[src/rtl/ps2_pkg.sv]
// ---------------------------------------------------------------------------
// ps2_pkg
// Shared definitions for the PS/2 scan-code receiver:
//   - prefix byte constants (extended E0, break F0)
//   - frame state encoding for the bit-level receiver
//   - packed event layout pushed into the event FIFO
//   - odd-parity helper
// No ports (package).
// ---------------------------------------------------------------------------
package ps2_pkg;

  localparam logic [7:0] PS2_EXT_PREFIX = 8'hE0;
  localparam logic [7:0] PS2_BRK_PREFIX = 8'hF0;

  // Event word: {ext, brk, code[7:0]}
  localparam int PS2_EVT_W = 10;

  typedef enum logic [1:0] {
    IDLE   = 2'd0,
    DATA   = 2'd1,
    PARITY = 2'd2,
    STOP   = 2'd3
  } frame_state_e;

  typedef struct packed {
    logic       ext;
    logic       brk;
    logic [7:0] code;
  } ps2_evt_t;

  // PS/2 uses odd parity: data bits plus parity bit hold an odd number of ones.
  function automatic logic odd_parity_ok(input logic [7:0] data, input logic par);
    return ^{data, par};
  endfunction

endpackage

[src/rtl/ps2_event_fifo.sv]
// ---------------------------------------------------------------------------
// ps2_event_fifo
// Parametrised show-ahead FIFO. The head word is visible on rd_data whenever
// the FIFO is non-empty and reads as zero when empty.
//
// Parameters:
//   DEPTH  entries (power of 2, >= 2)
//   W      word width
// Ports:
//   clk, rst        clock, synchronous active-high reset
//   push, push_data write request and word
//   pop             remove head (ignored while empty)
//   rd_data         head word (zero when empty)
//   level           registered occupancy, 0..DEPTH
//   full, empty     occupancy flags
//   overflow        one-cycle pulse: push dropped because FIFO was full
// ---------------------------------------------------------------------------
module ps2_event_fifo #(
  parameter int DEPTH = 8,
  parameter int W     = 10
) (
  input  logic                     clk,
  input  logic                     rst,
  input  logic                     push,
  input  logic [W-1:0]             push_data,
  input  logic                     pop,
  output logic [W-1:0]             rd_data,
  output logic [$clog2(DEPTH):0]   level,
  output logic                     full,
  output logic                     empty,
  output logic                     overflow
);

  localparam int AW = $clog2(DEPTH);

  logic [W-1:0]  mem_q [DEPTH];
  logic [AW-1:0] wr_ptr_q, wr_ptr_d;
  logic [AW-1:0] rd_ptr_q, rd_ptr_d;
  logic [AW:0]   level_q, level_d;
  logic          overflow_q, overflow_d;
  logic          do_push, do_pop;

  assign empty = (level_q == '0);
  assign full  = (level_q == (AW+1)'(DEPTH));

  // A push into a full FIFO still succeeds when the head leaves in the same
  // cycle, so the slot being freed is reused and the level holds.
  assign do_pop  = pop && !empty;
  assign do_push = push && (!full || do_pop);

  always_comb begin
    wr_ptr_d   = wr_ptr_q;
    rd_ptr_d   = rd_ptr_q;
    level_d    = level_q;
    overflow_d = push && !do_push;
    if (do_push) wr_ptr_d = wr_ptr_q + AW'(1);
    if (do_pop)  rd_ptr_d = rd_ptr_q + AW'(1);
    unique case ({do_push, do_pop})
      2'b10:   level_d = level_q + (AW+1)'(1);
      2'b01:   level_d = level_q - (AW+1)'(1);
      default: level_d = level_q;
    endcase
  end

  always_ff @(posedge clk) begin
    if (rst) begin
      wr_ptr_q   <= '0;
      rd_ptr_q   <= '0;
      level_q    <= '0;
      overflow_q <= 1'b0;
    end else begin
      wr_ptr_q   <= wr_ptr_d;
      rd_ptr_q   <= rd_ptr_d;
      level_q    <= level_d;
      overflow_q <= overflow_d;
    end
  end

  // Storage needs no reset: the read port is gated by empty.
  always_ff @(posedge clk) begin
    if (do_push) mem_q[wr_ptr_q] <= push_data;
  end

  assign rd_data  = empty ? '0 : mem_q[rd_ptr_q];
  assign level    = level_q;
  assign overflow = overflow_q;

endmodule

[src/rtl/ps2_scan_receiver.sv]
// ---------------------------------------------------------------------------
// ps2_scan_receiver
// PS/2 keyboard receiver: synchronises and glitch-filters the raw PS/2 clock,
// assembles 11-bit frames (start, 8 data LSB first, odd parity, stop), guards
// each frame with a watchdog, decodes E0/F0 prefixes into tagged key events
// and queues them in a show-ahead FIFO with a valid/ready output.
//
// Handshake: evt_valid is high while the FIFO head holds an event; the head
// (evt_code/evt_ext/evt_break) is stable until the cycle evt_valid & evt_ready
// is seen at a clk edge, at which point it is removed. Outputs read 0 while
// evt_valid is low.
//
// Parameters: FILTER_LEN, TIMEOUT_CYCLES, FIFO_DEPTH, FIFO_AW (derived).
// Ports:
//   clk, rst                   clock, synchronous active-high reset
//   ps2_clk, ps2_data          raw asynchronous PS/2 lines
//   evt_valid/evt_ready        event handshake
//   evt_code/evt_ext/evt_break head event fields
//   fifo_level                 queued event count
//   overflow                   pulse: event dropped, FIFO full
//   parity_err                 pulse: parity mismatch
//   frame_err                  pulse: bad stop bit or watchdog timeout
//
// Optional build macro PS2_REPEAT_FILTER_EN: suppresses typematic repeats of
// held keys using a 256-entry held-key bitmap indexed {ext, code[6:0]}.
// ---------------------------------------------------------------------------
module ps2_scan_receiver
  import ps2_pkg::*;
#(
  parameter int FILTER_LEN     = 4,
  parameter int TIMEOUT_CYCLES = 50000,
  parameter int FIFO_DEPTH     = 8,
  parameter int FIFO_AW        = $clog2(FIFO_DEPTH)
) (
  input  logic               clk,
  input  logic               rst,
  input  logic               ps2_clk,
  input  logic               ps2_data,
  output logic               evt_valid,
  input  logic               evt_ready,
  output logic [7:0]         evt_code,
  output logic               evt_ext,
  output logic               evt_break,
  output logic [FIFO_AW:0]   fifo_level,
  output logic               overflow,
  output logic               parity_err,
  output logic               frame_err
);

  localparam int FCW = (FILTER_LEN > 1) ? $clog2(FILTER_LEN) : 1;
  localparam int WDW = $clog2(TIMEOUT_CYCLES + 1);

  // ---------------- synchronisers (lines idle high) ----------------
  logic clk_meta_q, clk_sync_q, dat_meta_q, dat_sync_q;

  always_ff @(posedge clk) begin
    if (rst) begin
      clk_meta_q <= 1'b1;
      clk_sync_q <= 1'b1;
      dat_meta_q <= 1'b1;
      dat_sync_q <= 1'b1;
    end else begin
      clk_meta_q <= ps2_clk;
      clk_sync_q <= clk_meta_q;
      dat_meta_q <= ps2_data;
      dat_sync_q <= dat_meta_q;
    end
  end

  // ---------------- clock filter + falling-edge strobe ----------------
  logic           filt_q, filt_d;
  logic [FCW-1:0] fcnt_q, fcnt_d;
  logic           strobe_q, strobe_d;

  // fcnt counts consecutive samples that disagree with the filtered level;
  // any agreeing sample restarts the count.
  always_comb begin
    filt_d   = filt_q;
    fcnt_d   = '0;
    strobe_d = 1'b0;
    if (clk_sync_q != filt_q) begin
      if (fcnt_q == FCW'(FILTER_LEN - 1)) begin
        filt_d   = clk_sync_q;
        strobe_d = filt_q;  // only the 1->0 change strobes
      end else begin
        fcnt_d = fcnt_q + FCW'(1);
      end
    end
  end

  always_ff @(posedge clk) begin
    if (rst) begin
      filt_q   <= 1'b1;
      fcnt_q   <= '0;
      strobe_q <= 1'b0;
    end else begin
      filt_q   <= filt_d;
      fcnt_q   <= fcnt_d;
      strobe_q <= strobe_d;
    end
  end

  // ---------------- frame FSM, watchdog and prefix decoder ----------------
  frame_state_e   state_q, state_d;
  logic [2:0]     bit_cnt_q, bit_cnt_d;
  logic [7:0]     shift_q, shift_d;
  logic           par_q, par_d;
  logic [WDW-1:0] wd_q, wd_d;
  logic           ext_q, ext_d;
  logic           brk_q, brk_d;
  logic           push_q, push_d;
  ps2_evt_t       push_evt_q, push_evt_d;
  logic           perr_q, perr_d;
  logic           ferr_q, ferr_d;
`ifdef PS2_REPEAT_FILTER_EN
  logic [255:0]   held_q, held_d;
  logic [7:0]     held_idx;
`endif

  always_comb begin
    state_d    = state_q;
    bit_cnt_d  = bit_cnt_q;
    shift_d    = shift_q;
    par_d      = par_q;
    wd_d       = wd_q;
    ext_d      = ext_q;
    brk_d      = brk_q;
    push_d     = 1'b0;
    push_evt_d = push_evt_q;
    perr_d     = 1'b0;
    ferr_d     = 1'b0;
`ifdef PS2_REPEAT_FILTER_EN
    held_d     = held_q;
    held_idx   = {ext_q, shift_q[6:0]};
`endif

    if (state_q == IDLE) begin
      wd_d = '0;
      // A strobe with data high cannot be a start bit; ignore it.
      if (strobe_q && !dat_sync_q) begin
        state_d   = DATA;
        bit_cnt_d = '0;
      end
    end else if (strobe_q) begin
      wd_d = '0;
      unique case (state_q)
        DATA: begin
          shift_d   = {dat_sync_q, shift_q[7:1]};
          bit_cnt_d = bit_cnt_q + 3'd1;
          if (bit_cnt_q == 3'd7) state_d = PARITY;
        end
        PARITY: begin
          par_d   = dat_sync_q;
          state_d = STOP;
        end
        STOP: begin
          state_d = IDLE;
          if (!dat_sync_q) begin
            ferr_d = 1'b1;
            ext_d  = 1'b0;
            brk_d  = 1'b0;
          end else if (!odd_parity_ok(shift_q, par_q)) begin
            perr_d = 1'b1;
            ext_d  = 1'b0;
            brk_d  = 1'b0;
          end else if (shift_q == PS2_EXT_PREFIX) begin
            ext_d = 1'b1;
          end else if (shift_q == PS2_BRK_PREFIX) begin
            brk_d = 1'b1;
          end else begin
            push_d          = 1'b1;
            push_evt_d.ext  = ext_q;
            push_evt_d.brk  = brk_q;
            push_evt_d.code = shift_q;
            ext_d           = 1'b0;
            brk_d           = 1'b0;
`ifdef PS2_REPEAT_FILTER_EN
            // Codes with bit 7 set are outside the bitmap and always pass.
            if (!shift_q[7]) begin
              if (brk_q)                  held_d[held_idx] = 1'b0;
              else if (held_q[held_idx])  push_d = 1'b0;
              else                        held_d[held_idx] = 1'b1;
            end
`endif
          end
        end
        default: state_d = IDLE;
      endcase
    end else if (wd_q == WDW'(TIMEOUT_CYCLES - 1)) begin
      // No falling edge for TIMEOUT_CYCLES clocks: abandon the frame.
      state_d = IDLE;
      wd_d    = '0;
      ferr_d  = 1'b1;
      ext_d   = 1'b0;
      brk_d   = 1'b0;
    end else begin
      wd_d = wd_q + WDW'(1);
    end
  end

  always_ff @(posedge clk) begin
    if (rst) begin
      state_q    <= IDLE;
      bit_cnt_q  <= '0;
      shift_q    <= '0;
      par_q      <= 1'b0;
      wd_q       <= '0;
      ext_q      <= 1'b0;
      brk_q      <= 1'b0;
      push_q     <= 1'b0;
      push_evt_q <= '0;
      perr_q     <= 1'b0;
      ferr_q     <= 1'b0;
    end else begin
      state_q    <= state_d;
      bit_cnt_q  <= bit_cnt_d;
      shift_q    <= shift_d;
      par_q      <= par_d;
      wd_q       <= wd_d;
      ext_q      <= ext_d;
      brk_q      <= brk_d;
      push_q     <= push_d;
      push_evt_q <= push_evt_d;
      perr_q     <= perr_d;
      ferr_q     <= ferr_d;
    end
  end

`ifdef PS2_REPEAT_FILTER_EN
  always_ff @(posedge clk) begin
    if (rst) held_q <= '0;
    else     held_q <= held_d;
  end
`endif

  // ---------------- event queue ----------------
  ps2_evt_t head;
  logic     fifo_empty;
  logic     fifo_full_unused;

  ps2_event_fifo #(
    .DEPTH (FIFO_DEPTH),
    .W     (PS2_EVT_W)
  ) u_fifo (
    .clk       (clk),
    .rst       (rst),
    .push      (push_q),
    .push_data (push_evt_q),
    .pop       (evt_ready),
    .rd_data   (head),
    .level     (fifo_level),
    .full      (fifo_full_unused),
    .empty     (fifo_empty),
    .overflow  (overflow)
  );

  assign evt_valid  = !fifo_empty;
  assign evt_code   = head.code;
  assign evt_ext    = head.ext;
  assign evt_break  = head.brk;
  assign parity_err = perr_q;
  assign frame_err  = ferr_q;

endmodule

[config.mk]
export PLATFORM = sky130hd
export DESIGN_NAME = ps2_scan_receiver
export DESIGN_NICKNAME = d
export VERILOG_FILES = /design/src/rtl/ps2_pkg.sv /design/src/rtl/ps2_event_fifo.sv /design/src/rtl/ps2_scan_receiver.sv
export SDC_FILE = /design/constraint.sdc
export NUM_CORES = 1
export LEC_CHECK = 0
export BUFFER_PORTS_ARGS = -buffer_cell sky130_fd_sc_hd__buf_4
export CAP_MARGIN = 20
export CORE_AREA = 2 2 104 181
export DETAILED_ROUTE_END_ITERATION = 10
export DIE_AREA = 0 0 106 183
export PLACE_DENSITY = 0.49
export REMOVE_ABC_BUFFERS = 1
export SLEW_MARGIN = 0
export SYNTH_ARGS = -nofsm -noshare
export SYNTH_HDL_FRONTEND = slang
export SYNTH_HIERARCHICAL = 1
export SYNTH_SLANG_ARGS = --single-unit
[constraint.sdc]
create_clock -name clk -period 3.8 [get_ports clk]
set_input_delay 0.38 -clock clk [delete_from_list [all_inputs] [get_ports clk]]
set_output_delay 0.38 -clock clk [all_outputs]
set_load 0.01 [all_outputs]
Word-level counts from Yosys, hierarchy flattened
Memories as Yosys holds them, arrays and structs flattened. A register that Yosys moved wholly into a read port is not among the register bits.
Cells that the tools add are included.
Widths: inputs -> output; s select.
{"block": "classes", "n_bitwise": 9, "n_reduce_logical": 31, "n_eq_ne": 17, "n_addsub": 7, "muxes": 35}
{"cell": "$mux 1", "count": 21}
{"cell": "$mux 3", "count": 6}
{"cell": "$add 16x1->16 const B", "count": 1}
{"cell": "$eq 16x16->1 const B", "count": 1}
{"cell": "$eq 8x8->1 const B", "count": 2}
{"cell": "$reduce_and 3->1", "count": 4}
{"cell": "$mux 10", "count": 1}
{"cell": "$mux 2", "count": 5}
{"cell": "$add 3x1->3 const B", "count": 3}
{"cell": "$not 1->1", "count": 9}
{"cell": "$reduce_xor 9->1", "count": 1}
{"cell": "$eq 2x2->1 const B", "count": 4}
{"cell": "$ne 4x4->1 const B", "count": 2}
{"cell": "$pmux 4 s2", "count": 1}
{"cell": "$reduce_and 4->1", "count": 2}
{"cell": "$reduce_bool 2->1", "count": 4}
{"cell": "$reduce_and 7->1", "count": 1}
{"cell": "$reduce_or 7->1", "count": 1}
{"cell": "$reduce_or 3->1", "count": 2}
{"cell": "$ne 5x5->1 const B", "count": 1}
{"cell": "$reduce_or 5->1", "count": 1}
{"cell": "$add 4x1->4 const B", "count": 1}
{"cell": "$eq 2x1->1 const B", "count": 2}
{"cell": "$eq 4x4->1 const B", "count": 1}
{"cell": "15 further kinds", "count": 22}
{"block": "totals", "word_cells": 124, "ramBits": 80, "regBits": 64, "input_bits": 5, "memories": 1}
{"name": "u_fifo.mem_q", "depth": 8, "width": 10, "rd": 1, "rd_ports_with_merged_regs": 1, "wr": 1, "line": "ps2_event_fifo.sv:36", "source": "logic [W-1:0] mem_q [DEPTH];"}

Logic depth before layout (Yosys ltp)
Gate-level depths: netlist of the first run.
{"block": "logic_depth", "ltp_word": 7, "mapped_depth": 10, "depth_no_buf": 9}

Cells and area by module
Netlist of the first run, hierarchy kept.
{"mod": "ps2_event_fifo", "area_per_inst_um2": 3787.4, "seq_area_each_um2": 2682.6, "instances": 1, "cells_each": 210}
{"mod": "ps2_scan_receiver", "area_per_inst_um2": 2363.5, "seq_area_each_um2": 1061.0, "instances": 1, "cells_each": 259}

Worst setup path before layout of the first run
OpenSTA, ideal clock, no wires.
{"block": "synth_timing", "path_type": "register -> register", "startpoint": "register u_fifo.level_q[0] (netlist: u_fifo/level[0])", "endpoint": "register u_fifo.level_q[3] (netlist: u_fifo/level[3])", "t_arrival_ps": 2177, "slack_ps": 1549, "path_stages_with_launch": 11, "cell_sequence": "dfxtp_1 buf_2 or3_4 o21ai_2 or2_2 inv_1 ha_1 a21oi_1 nor4bb_1 o21bai_1 a31oi_1"}
{"block": "synth_between", "elab_chain_len": 7}
{"item": "from (decl)", "line": "ps2_event_fifo.sv:39", "source": "logic [AW:0] level_q, level_d;"}
{"item": "from (signal assigned)", "line": "ps2_event_fifo.sv:74", "source": "level_q <= level_d;"}
{"item": "$logic_not 4->1", "line": "ps2_event_fifo.sv:43", "source": "assign empty = (level_q == '0);"}
{"item": "$logic_not 1->1", "line": "ps2_event_fifo.sv:48", "source": "assign do_pop = pop && !empty;"}
{"item": "$logic_and 1x1->1", "line": "ps2_event_fifo.sv:48"}
{"item": "$logic_or 1x1->1", "line": "ps2_event_fifo.sv:49", "source": "assign do_push = push && (!full || do_pop);"}
{"item": "$logic_and 1x1->1", "line": "ps2_event_fifo.sv:49"}
{"item": "$eq 2x1->1 / $eq 2x2->1 (equally long branches)", "line": "ps2_event_fifo.sv:58", "source": "unique case ({do_push, do_pop})"}
{"item": "$pmux 4 s2 / $reduce_bool 2->1 (equally long branches)"}
Several ways; a longest one is shown, not always the timed one.
A chain may end at the register's enable or synchronous reset.

==> results_dict.tcl, run 1 <==
set metrics [dict create \
    status "finished clean" \
    cp_max_fo 20 \
    synth-warning-count 6 \
    cp-end-kind "output pin" \
    antenna_left 0 \
    vias 3574 \
    syn_inst 469 \
    final_common_cell "edfxtp_1" \
    finalMaxSlewViolations 0 \
    routed-wl-met3_um 200 \
    powerDensity_nw_per_um2 555 \
    internal_power_mw 3.05 \
    fmax_ghz 0.384 \
    clkPwrFrac 0.440 \
    rows 65 \
    timing.final.crit_share 0.685 \
    top_layer "met4" \
    wl_met1_mm 4.78 \
    post_cts_buffers 0 \
    register_area_um2 3740 \
    antenna_cells 0 \
    whs_ns 0.142 \
    cts_buffer_depth 2 \
    required_ns 3.42 \
    drc_errors 0 \
    critPathMaxStageDelay_ns 1.01 \
    clk_pin_slew_ns 0.06 \
    initial_core_util 0.342 \
    overflow 0 \
    num_io_pins 23 \
    netlist.area_leader.share 0.391 \
    synth.cell_area_um2 6150 \
    dieHeight_um 183 \
    dieWidth_um 106 \
    hold_path_class "primary input to flip-flop" \
    critical_path_class "flip-flop to output pin" \
    areaGrowthSynthToFinish_pct 18.0 \
    ff2ff_setup_slack_ns 1.36 \
    cts_buffers 17 \
    coreArea_um2 18000 \
    p_switching_mw 0.980 \
    drive_gt1_frac 0.196 \
    drt-initial-drc-count 125 \
    grt_pass1_wl_mm 19.3 \
    fillers 1689 \
    hold_viol_final 0 \
    drv_cap 0 \
    power_frac_seq 0.432 \
    met2_length_mm 6.58 \
    synthTopCellsByArea "edfxtp_1 39%, dfxtp_1 22%, mux4_2 7.3%" \
    port_buffers 22 \
    synth_enable_flop_cells 80 \
    start_kind "flip-flop" \
    grt_max_degree 60 \
    cts.sinks 147 \
    drtPass1Iterations 5 \
    critical_path.cell_chain "mux4_2 > mux2i_1 > nor2_1 > buf_4" \
    finalSetupTns_ns 0 \
    rsz0062_at_grt "no" \
    cp_slowest_cell "dfxtp_1" \
    via_per_inst 4.77 \
    die_area_um2 19400 \
    cp.arrival_ns 2.22 \
    finalCriticalPeriod_ns 2.60 \
    cts_tree "yes" \
    grt_usage 0.131 \
    setup_viol 0 \
    place_hpwl_mm 7.75 \
    peakVddDrop_uv 249 \
    yosysSeqAreaShare 0.609 \
    gp_congestion 0.735 \
    swShare 0.243 \
    multi_input_area_um2 2300 \
    worst_pin_slew_ns 1.06 \
    p_comb_frac 0.129 \
    totalWireLength_mm 11.8 \
    htree_levels 4 \
    synth_area_leader_cell "edfxtp_1" \
    antenna_found_initial 0 \
    avgRoutedWirePerCell_um 15.7 \
    slew_headroom 0.293 \
    postCtsHoldBufs 0 \
    synth_cell_type_count 62 \
    async_flop_share 0 \
    ys.flop_type "edfxtp_1" \
    grt_pass1_vias 3712 \
    p_leak_nw 2.35 \
    clk_latency_ns 0.42 \
    nets 520 \
    root_buffer "clkbuf_16" \
    final_cell_mix "80 x edfxtp_1, 67 x dfxtp_1, 48 x nor2_1, 33 x buf_4, 30 x nand2_1" \
    cts-resized-gates 0 \
    syn_avg_cell_area_um2 13.1 \
    skew_ns 0.00762 \
    synth_seq_cells 147 \
]
power by group through the flow:
stage               clock (mW)  combinational, mW  sequential (mW)
floorplan                    0              0.309             1.78
global placement             0              0.528             1.77
detailed placement           0              0.528             1.77
CTS                       1.82              0.531             1.74
global route              1.89              0.567             1.75
finish                    1.77              0.518             1.74
worst paths after layout:
kind	from	cells past startpoint	end
max reg2reg	u_fifo/level[1]	9	u_fifo/level[3]
max	flip-flop	4	evt_ext
min reg2reg	clk_meta_q	1	clk_sync_q
min	ps2_data	2	dat_meta_q
final cells by class:
type,instances,share of cell area
Sequential cell,147,0.516
Multi-Input combinational cell,291,0.317
Clock buffer,17,0.0586
Tap cell,234,0.0403
Timing Repair Buffer,33,0.0341
Clock inverter,15,0.0281
Inverter,12,0.00621
per-layer routing:
layer | track usage | vias up
met3 | 0.0281 | 17
met2 | 0.245 | 32
met5 | 0 | -
met4 | 0.0595 | 0
met1 | 0.139 | 1746
li1 | - | 1779
Yosys cell counts (all sizes together) (2+ instances only):
library cell / number
edfxtp: 80
or3: 4
dfxtp: 67
nor2: 49
or2b: 2
inv: 12
and2: 4
and4: 2
nand3: 8
ha: 12
and3: 6
nor3: 12
nor2b: 2
mux2i: 24
or2: 6
mux4: 20
nor4bb: 2
nand3b: 4
a211oi: 2
or4: 2
nand4: 2
nand4b: 2
a21oi: 15
buf: 5
xnor2: 14
or3b: 2
a31oi: 3
o21ai: 6
a22oi: 2
xor2: 13
clkbuf: 14
o211ai: 2
nand2b: 20
nor4: 4
nand2: 30
flip-flops by register name (all words and copies together) (netlist names), 3 cells and up, named ones only:
signal and cells:
u_fifo/rd_ptr_q 3, bit_cnt_q 3, shift_q 8, push_evt_q 10, wd_q 16, u_fifo/mem_q 80
u_fifo/wr_ptr_q 3, u_fifo/level 4
per-stage QoR:
step	std cells	util	total power, mW	area (µm²)	worst slack (ns)
CTS	748	0.403	4.09	7250	1.13
detailed placement	716	0.368	2.30	6620	1.38
finish	749	0.404	4.03	7260	1.20
global route	749	0.404	4.21	7260	1.01
global placement	716	0.368	2.30	6620	1.47
floorplan	450	-	2.09	6070	1.57
cell families (layout without fill, tap and decap cells):
kind of cell | after synthesis | after routing | share of synthesized area
xor+xnor | 28 | 28 | 0.0435
compound gates | 41 | 41 | 0.0478
flops | 147 | 147 | 0.609
simple gates | 165 | 165 | 0.140
fa+ha+maj | 13 | 13 | 0.0277
buf+inv | 31 | 77 | 0.0197
mux | 44 | 44 | 0.112
critical path, delay by kind of cell, from the launching register on:
kind                   cells  cell delay (ns)
muxes                      2             0.58
buffers and inverters      1             0.14
DFF                        1             1.01
and+or+nand+nor            1             0.07
Note: power is estimated with default switching activity, not from simulation.
==> run 2, diff against run 1 <==
--- a/config.mk
+++ b/config.mk
@@ -10,7 +10,7 @@
 export CORE_AREA = 2 2 104 181
 export DETAILED_ROUTE_END_ITERATION = 10
 export DIE_AREA = 0 0 106 183
-export PLACE_DENSITY = 0.49
+export PLACE_DENSITY = 0.51
 export REMOVE_ABC_BUFFERS = 1
 export SLEW_MARGIN = 0
 export SYNTH_ARGS = -nofsm -noshare
==> constraint.sdc (replaced) <==
create_clock -name clk -period 2.17 [get_ports clk]
set_input_delay 0.217 -clock clk [delete_from_list [all_inputs] [get_ports clk]]
set_output_delay 0.217 -clock clk [all_outputs]
set_load 0.01 [all_outputs]
==> run 2 against run 1 <==
Net effect:
- clock power up 63%
- critical path depth grew 1
- die area unchanged
- power is 73% higher
- via count rose by 2.7%
==> results_dict.tcl, run 2 (synthesis results as in run 1) <==
set metrics [dict create \
    status "finished clean" \
    cts.sinks 147 \
    clk_latency_ns 0.42 \
    reg_top3 "u_fifo/mem_q (80), wd_q (16), push_evt_q (10)" \
    reg2reg_to "state_q[0]" \
    ff2ff_setup_slack_ns 0.13 \
    gp_congestion 0.781 \
    fmax_ghz 0.477 \
    coreArea_um2 18000 \
    hold_start "evt_ready" \
    p_leak_nw 2.43 \
    skew_ns 0.00771 \
    register_area_um2 3750 \
    port_buffers 22 \
    rsz0062_at_grt "yes" \
    overflow 0 \
    initial_core_util 0.342 \
    dieHeight_um 183 \
    rows 65 \
    critPathMaxStageDelay_ns 0.51 \
    drc_errors 0 \
    fillers 1671 \
    required_ns 1.95 \
    avgRoutedWirePerCell_um 15.7 \
    die_area_um2 19400 \
    critical_path_class "flip-flop to output pin" \
    powerDensity_nw_per_um2 940 \
    grt_pass1_vias 3681 \
    via_per_inst 4.79 \
    antenna_found_initial 0 \
    place_hpwl_mm 7.92 \
    root_buffer "clkbuf_16" \
    totalWireLength_mm 12.0 \
    peakVddDrop_uv 442 \
    vias 3671 \
    antenna_cells 0 \
    setup_viol 0 \
    timing.final.crit_share 0.967 \
    htree_levels 4 \
    grt_max_degree 60 \
    cp-end-kind "output pin" \
    start_kind "flip-flop" \
    critical_path.cell_chain "buf_12 > mux4_2 > mux2i_1 > nor2_1 > buf_4" \
    drv_cap 0 \
    drive_gt1_frac 0.233 \
    drtPass1Iterations 4 \
    cts_buffers 17 \
    hold_path_class "primary input to flip-flop" \
    grt_pass1_wl_mm 19.2 \
    finalSetupTns_ns 0 \
    nets 538 \
    multi_input_area_um2 2330 \
    slew_headroom 0.633 \
    pre_cts_ws_ns -0.0208 \
    hold_end "u_fifo/overflow" \
    cp_slowest_cell "mux4_2" \
    worst_pin_slew_ns 0.550 \
    top_register "u_fifo/mem_q" \
    cp_max_fo 10 \
    worst_slack_ns 0.0718 \
    ff2ff_path_depth 6 \
    largest_reg_flops 80 \
    hold_viol_final 0 \
    cts_buffer_depth 2 \
    final_cell_mix "80 x edfxtp_1, 66 x dfxtp_1, 48 x nor2_1, 47 x buf_4, 30 x nand2_1" \
    dieWidth_um 106 \
    drt-initial-drc-count 121 \
    whs_path_depth 3 \
    clk_pin_slew_ns 0.06 \
    antenna_left 0 \
    num_io_pins 23 \
    final_common_cell "edfxtp_1" \
    cp.arrival_ns 1.88 \
    power_mw 6.98 \
    finalMaxSlewViolations 0 \
    areaGrowthSynthToFinish_pct 20.7 \
    finalCriticalPeriod_ns 2.10 \
    cts_tree "yes" \
    grt_usage 0.129 \
    r2r-start "wd_q[0]" \
]
[run 2: changes by cell type in the layout (fill, tap and decap cells not counted), moves of 2 or more]
cell           before  now
buf_4              33   47
bufinv_16           4    1
clkinv_1            2    0
clkinvlp_4          1    3
dlygate4sd3_1       0    2
inv_6               4    7
[run 2: how the worst max path moves through the flow]
stage / start / to / slack [ns] / cells after the start
3_5_place_dp: u_fifo/level[1] / u_fifo/level[3] / -0.02 / 9
3_3_place_gp: u_fifo/level[1] / u_fifo/level[3] / 0.1 / 9
2_1_floorplan: u_fifo/level[1] / u_fifo/level[3] / -0.06 / 9
6_report: flip-flop / evt_ext / 0.07 / 5
5_1_grt: flip-flop / evt_ext / -0.01 / 5
4_1_cts: flip-flop / evt_ext / 0.02 / 5
[run 2: metal layers]
| layer | wire [µm] | vias to the layer above | GRT usage | part of all wire |
|---|---|---|---|---|
| li1 | - | 1812 | - | - |
| met1 | 4820 | 1802 | 0.140 | 0.40 |
| met2 | 6820 | 44 | 0.242 | 0.57 |
| met3 | 242 | 13 | 0.0284 | 0.020 |
| met4 | 152 | 0 | 0.0463 | 0.013 |
| met5 | 0 | - | 0 | 0 |
[run 2: where the power goes]
| part | switching, mW | leakage [nW] | total (mW) | internal, mW |
|---|---|---|---|---|
| logic | 0.548 | 0.968 | 1.11 | 0.560 |
| registers | 0.0325 | 1.18 | 2.98 | 2.95 |
| clock network | 1.25 | 0.279 | 2.88 | 1.63 |
[run 2: cell type report]
cell class,instances,share of cell area
multi-input combinational,291,0.314
inverter,12,0.00607
clock inverter,15,0.0217
clock buffer,17,0.0573
tap,234,0.0394
sequential,147,0.505
timing repair buffer,51,0.0563
[run 2: metrics by stage]
stage,instance area [µm²],cells,hold WS [ns],util
floorplan,6070,450,0.286,-
global placement,6750,732,0.393,0.376
detailed placement,6750,732,0.400,0.376
CTS,7360,766,0.155,0.410
global route,7420,767,0.176,0.413
finish,7420,767,0.172,0.413
[run 2: timing repair]
action	CTS	global route
setup buffers	0	0
setup endpoints to repair	3	7
endpoints found under the hold margin	2	0
gates cloned	0	1
pin swaps	0	1
hold buffers	2	0
resized for setup	2	5
[run 2: worst max-delay path, delay by kind of cell (launching register included)]
kind                   cells  cell delay, ns
AND/OR/NAND/NOR            1            0.06
flip-flops                 1            0.39
buffers and inverters      2            0.30
multiplexers               2            0.70
